## src/rtl/dac80004_scheduler.sv

```systemverilog
// dac80004_scheduler: round-robin DAC80004 channel-update scheduler driving one spi_master
//   clk, reset_n      : clock, synchronous active-low reset
//   wr_en/wr_ch/wr_data : host strobe writing a 16-bit code to channel wr_ch
//   spi_tx_valid/data : level handshake and frame to spi_master
//   spi_rx_valid/data : completion pulse and readback word from spi_master
//   pending, busy     : per-channel unissued flags, high outside IDLE
//   init_done         : init frame finished (completed or timed out)
//   last_rx           : readback word of the last completed frame
//   timeout_err/err_clr : sticky stall flag and its clear
module dac80004_scheduler #(
   parameter logic [31:0] INIT_WORD  = 32'h0400_000F,
   parameter logic [3:0]  CMD        = 4'h3,
   parameter int          GAP_CYCLES = 4,
   parameter int          TIMEOUT    = 4096
) (
   input  logic        clk,
   input  logic        reset_n,
   input  logic        wr_en,
   input  logic [1:0]  wr_ch,
   input  logic [15:0] wr_data,
   output logic        spi_tx_valid,
   output logic [31:0] spi_tx_data,
   input  logic        spi_rx_valid,
   input  logic [31:0] spi_rx_data,
   output logic [3:0]  pending,
   output logic        busy,
   output logic        init_done,
   output logic [31:0] last_rx,
   output logic        timeout_err,
   input  logic        err_clr
);
   localparam int TW = $clog2(TIMEOUT + 1);
   localparam int GW = $clog2(GAP_CYCLES + 1);
   typedef enum logic [1:0] {INIT_ISSUE, IDLE, WAIT, GAP} state_t;
   state_t state;
   logic [15:0] code [4];
   logic [1:0] rr_last, sel;
   logic [TW-1:0] tcnt;
   logic [GW-1:0] gcnt;
   logic is_init, issue;
   assign busy = state != IDLE;
   assign issue = state == IDLE && |pending;
   // scan from the farthest candidate back so the nearest pending channel after rr_last wins
   always_comb begin
      sel = rr_last;
      for (int i = 4; i > 0; i--)
         if (pending[rr_last + 2'(i)]) sel = rr_last + 2'(i);
   end
   always_ff @(posedge clk) begin
      if (!reset_n) begin
         state <= INIT_ISSUE;
         spi_tx_valid <= 1'b0;
         spi_tx_data <= '0;
         pending <= '0;
         init_done <= 1'b0;
         last_rx <= '0;
         timeout_err <= 1'b0;
         rr_last <= 2'd3;
         tcnt <= '0;
         gcnt <= '0;
         is_init <= 1'b0;
         for (int i = 0; i < 4; i++) code[i] <= '0;
      end else begin
         // a same-cycle write re-sets the bit being cleared by the issue
         pending <= (pending & ~(issue ? 4'd1 << sel : 4'd0)) | (wr_en ? 4'd1 << wr_ch : 4'd0);
         if (wr_en) code[wr_ch] <= wr_data;
         if (err_clr) timeout_err <= 1'b0;
         case (state)
            INIT_ISSUE: begin
               spi_tx_data <= INIT_WORD;
               spi_tx_valid <= 1'b1;
               is_init <= 1'b1;
               tcnt <= '0;
               state <= WAIT;
            end
            IDLE: if (issue) begin
               spi_tx_data <= {4'h0, CMD, 2'b00, sel, code[sel], 4'h0};
               spi_tx_valid <= 1'b1;
               rr_last <= sel;
               is_init <= 1'b0;
               tcnt <= '0;
               state <= WAIT;
            end
            WAIT: begin
               if (spi_rx_valid) begin
                  last_rx <= spi_rx_data;
                  spi_tx_valid <= 1'b0;
                  if (is_init) init_done <= 1'b1;
                  gcnt <= '0;
                  state <= GAP;
               end else if (tcnt == TW'(TIMEOUT)) begin
                  spi_tx_valid <= 1'b0;
                  timeout_err <= 1'b1;
                  if (is_init) init_done <= 1'b1;
                  gcnt <= '0;
                  state <= GAP;
               end else tcnt <= tcnt + 1'b1;
            end
            GAP: begin
               if (gcnt == GW'(GAP_CYCLES - 1)) state <= IDLE;
               else gcnt <= gcnt + 1'b1;
            end
            default: state <= IDLE;
         endcase
      end
   end
endmodule

```

## config.mk

```make
export PLATFORM = sky130hd
export DESIGN_NAME = dac80004_scheduler
export DESIGN_NICKNAME = d
export VERILOG_FILES = /design/src/rtl/dac80004_scheduler.sv
export SDC_FILE = /design/constraint.sdc
export NUM_CORES = 1
export LEC_CHECK = 0
export CORE_MARGIN = 10
export CORE_UTILIZATION = 48
export CTS_BUF_LIST = sky130_fd_sc_hd__clkbuf_8
export DETAILED_ROUTE_END_ITERATION = 7
export PLACE_DENSITY = 0.88
export SYNTH_ARGS = -nofsm -noshare
export SYNTH_HDL_FRONTEND = slang
export SYNTH_SLANG_ARGS = --single-unit
```

## constraint.sdc

```tcl
create_clock -name clk -period 1.55 [get_ports clk]
set_clock_uncertainty 0.2 [all_clocks]
set_input_delay 0.155 -clock clk [delete_from_list [all_inputs] [get_ports clk]]
set_output_delay 0.155 -clock clk [all_outputs]
set_load 0.01 [all_outputs]
```

==> results summary <==
The flow ran to the end, but the final reports show violations. The checks that failed: setup timing. In the synthesized netlist the dominant register cell turns out to be dfxtp_1. The maximum count of clock buffers along a single path is 2. The number of buffers inserted during clock tree synthesis came out at 17. The kind of critical path is reg2reg. The fraction of the yosys area taken by sequential cells is ~57%. The async set-reset flop share out of synthesis is 0%. The worst register-to-register path has a depth of 7.

The wire length per cell after detailed routing came out at 19.4 um. The startpoint type of the worst setup path is a register. After detailed placement, the total cell area comes to 8020 um^2. The minimum setup slack among reg-to-reg paths is -0.35 ns. The die width came out at approximately 130 um. The placement-stage worst setup slack came out at -0.371 ns. Cells fill between 70% and 80% of the core in the end. In this run the static leakage power is 0.00376 uW. The number of design-rule violations left by the first detailed-router iteration is 392. Setup repair after global routing could not meet its margin everywhere. The cell depth of the worst hold path is 3. The clock latency on the worst-skew pair came out at 0.45 ns. The number of ports placed on the die boundary is 127. The global-route wire length before repair is 28000 um. The total routed wirelength is 18100 um. The startpoint identified for the worst register-to-register timing path is rr_last[1]$_SDFFE_PN1P_. The post-route fraction of the period consumed by the critical path is 122%. Setup violations remaining at the end of the flow were counted as 47.

The final setup slack of the worst path is -0.347 ns. The core region is ~13000 um^2. The maximum clock frequency is between 500 and 600 MHz.

The portion of synthesized cell area occupied by the leading cell type is 31.1%. The peak supply drop is a little under 0.9 mV. From bottom edge to top edge, the die measures 133 um. The tree is rooted in a clkbuf_8. The number of flops mapped to enable cells by yosys is 64. For this run, design rule violations remaining after detail routing come to 0. The count of cells in the finished layout, fillers not included, comes to a little over 900. TritonCTS built the clock tree. The total clock sinks came out at 143.

Along the worst path, the maximum fanout reaches 7. The number of vias per cell is between 5 and 6. Across every metal layer, demand over resource in global routing totals 19.9%. The leftover overflow at the end of global routing came out at 0. The Yosys step of the flow raised 0 warnings.

The final antenna diode count is 0. The reg-to-reg endpoint is spi_tx_data[11]$_SDFFE_PN0P_. After synthesis, the cell types taking the most area are edfxtp_1 31%, dfxtp_1 26%, nand2_1 6.3%. The required arrival time at the worst endpoint came out at roughly 1.6 ns. The total non-filler cell area in the finished layout is 8920 um^2. The mapped netlist covers 6180 um^2. The area added between synthesis and finish came out at 44.3%. The number of pins exceeding their max-slew limit in the final report came to 0. The path category of the worst min-delay check is in2reg. The startpoint identified for the worst hold timing path is reset_n. The number of antenna violations at the first check in global routing is 0. The number of global-route vias before repair came out at 5267. The floorplan has 41 rows. The worst endpoint data arrival time came out at 1.99 ns.

The detailed-route via count came out at around 5000. The post-route antenna net violation count came out at 0. STA classifies the critical path endpoint as a register. The number of nets in the finished design came out at between 800 and 900.

Each instance of the synthesized netlist takes up on average 10.9 um^2. The clock-pin slew of the registers on the worst-case setup and hold paths is 0.08 ns. The placer congestion estimate is 0.849. The count of endpoints failing hold in the final timing report came out at 0. The final critical-path required period came out at 1.90 ns.

The initial core utilization came out at 49.0%. The total of flip-flops plus latches after synthesis came out at between 100 and 150. The total power divided by cell area came out at 1010 nW/um^2. The maximum number of pins on one net before global-route repair is 34. The wire-length estimate of the detail-placed layout is 11500 um. edfxtp_1 takes more of the synthesized area than any other cell. The H-tree generated during clock tree synthesis spans 4 levels. The share of layout cells above drive strength 1 is 25.9%. The area of the die came out at 17800 um^2.

The first detailed-routing pass took 6 iterations. The number of port buffers is 119. The number of different library cells used by synthesis comes to 53.

Counting tap cells, the placed design contains a total of 883 instances. For hold timing, the worst endpoint is spi_tx_data[3]$_SDFFE_PN0P_. The post-synthesis instance total came out at 565. The max-capacitance violation count is 0.
## through the flow
step | hold slack [ns] | total power (uW) | setup TNS (ns)
final | 0.0278 | 8970 | -10.49
after global routing | 0.0253 | 9300 | -13.78
after CTS | 0.0142 | 8910 | -10.77
after detailed placement | 0.250 | 5520 | -45.94
after global placement | 0.240 | 5460 | -34.34
after floorplan | 0.0898 | 4910 | -4.16
## report_power, final
part | internal [uW] | total [uW] | switching [uW]
Clock | 1910 | 3330 | 1420
Combinational | 716 | 1380 | 667
Sequential | 4140 | 4250 | 108
## sequential cells by signal, indices dropped and copies added, names as in the netlist, 2 cells and up
signal and count:
tcnt 13, spi_tx_data 20, pending 4, gcnt 3
state 2, last_rx 32, rr_last 2, code 64
## worst max-delay path: stages, from the launching register on
cell	delay [ns]
dfxtp_4	0.38
nand2b_1	0.20
a21oi_4	0.21
buf_12	0.16
buf_12	0.10
buf_12	0.11
mux2i_1	0.20
o221ai_1	0.18
## layout by cell type (no fill, tap or decap), types with 3 or more instances in the layout
cell,instances
clkbuf_8,17
inv_6,3
nand2_2,4
clkinv_4,3
edfxtp_1,64
o221ai_2,7
a21boi_0,14
mux2i_1,27
nor2_2,7
a31o_1,3
buf_4,58
a21oi_1,3
nor2_1,17
nand3_1,5
conb_1,7
xnor2_1,10
ha_1,3
nand3_2,3
and3_1,16
nand2b_1,6
nor2b_1,4
dfxtp_4,6
a21boi_1,21
clkdlybuf4s50_1,53
dfxtp_2,5
buf_12,13
nand2b_2,3
nor3_2,5
nand2_1,99
mux2i_2,5
dfxtp_1,68
buf_2,4
and2_1,50
o221ai_1,9
inv_1,8
dlygate4sd2_1,60
buf_6,8
bufinv_16,5
## worst max-delay path by stage
stage	from	endpoint	slack, ns	depth (start not counted)
after floorplan	pending[2]$_SDFF_PN0_	tcnt[11]$_SDFFE_PN0P_	-0.21	5
after global placement	rr_last[1]$_SDFFE_PN1P_	spi_tx_data[11]$_SDFFE_PN0P_	-0.28	5
after detailed placement	rr_last[1]$_SDFFE_PN1P_	spi_tx_data[19]$_SDFFE_PN0P_	-0.37	5
after CTS	pending[1]$_SDFF_PN0_	tcnt[7]$_SDFFE_PN0P_	-0.31	5
after global routing	rr_last[1]$_SDFFE_PN1P_	spi_tx_data[11]$_SDFFE_PN0P_	-0.39	8
final	rr_last[1]$_SDFFE_PN1P_	spi_tx_data[11]$_SDFFE_PN0P_	-0.35	7
## routing by layer
layer | vias to the layer above | global-route usage (%) | routed length, um
met1 | 2402 | 21.5 | 6760
met5 | - | 0 | 0
li1 | 2323 | - | -
met4 | 0 | 5.68 | 340
met2 | 205 | 35.7 | 9540
met3 | 31 | 7.14 | 1450
## final cells by class
class	instances	area, um^2
clock inverter	15	218
fill	914	3700
inverter	10	45.0
tap	172	215
multi-input combinational	375	2730
timing repair buffer	201	1940
clock buffer	17	234
sequential	143	3530
## cell families after synthesis
kind of cell             after synthesis  share of synthesized area (%)
AO/OA/AOI/OAI                         80                           10.6
XOR/XNOR                              11                           1.56
flip-flops                           143                           56.7
adder cells (fa/ha/maj)                4                          0.810
multiplexers                          33                           5.34
buffers and inverters                 54                           4.82
AND/OR/NAND/NOR                      239                           20.1
other                                  1                         0.0607
## what timing repair did
action | in CTS | in global routing
endpoints found under the setup margin | 122 | 83
cloned | 3 | 0
setup buffers | 11 | 4
hold endpoints to repair | 2 | 0
resized for setup | 126 | 45
pin swaps | 22 | 16
hold buffers | 2 | 0
## cells in the mapped netlist (9+ instances only)
library cell,count
clkbuf_1,16
xnor2_1,10
buf_4,16
nor2_1,23
and2_1,50
nand2b_1,9
o221ai_1,16
a21boi_0,28
edfxtp_1,64
and3_1,17
mux2i_1,33
nand2_1,103
dfxtp_1,79
Note: power is estimated with default switching activity, not from simulation.
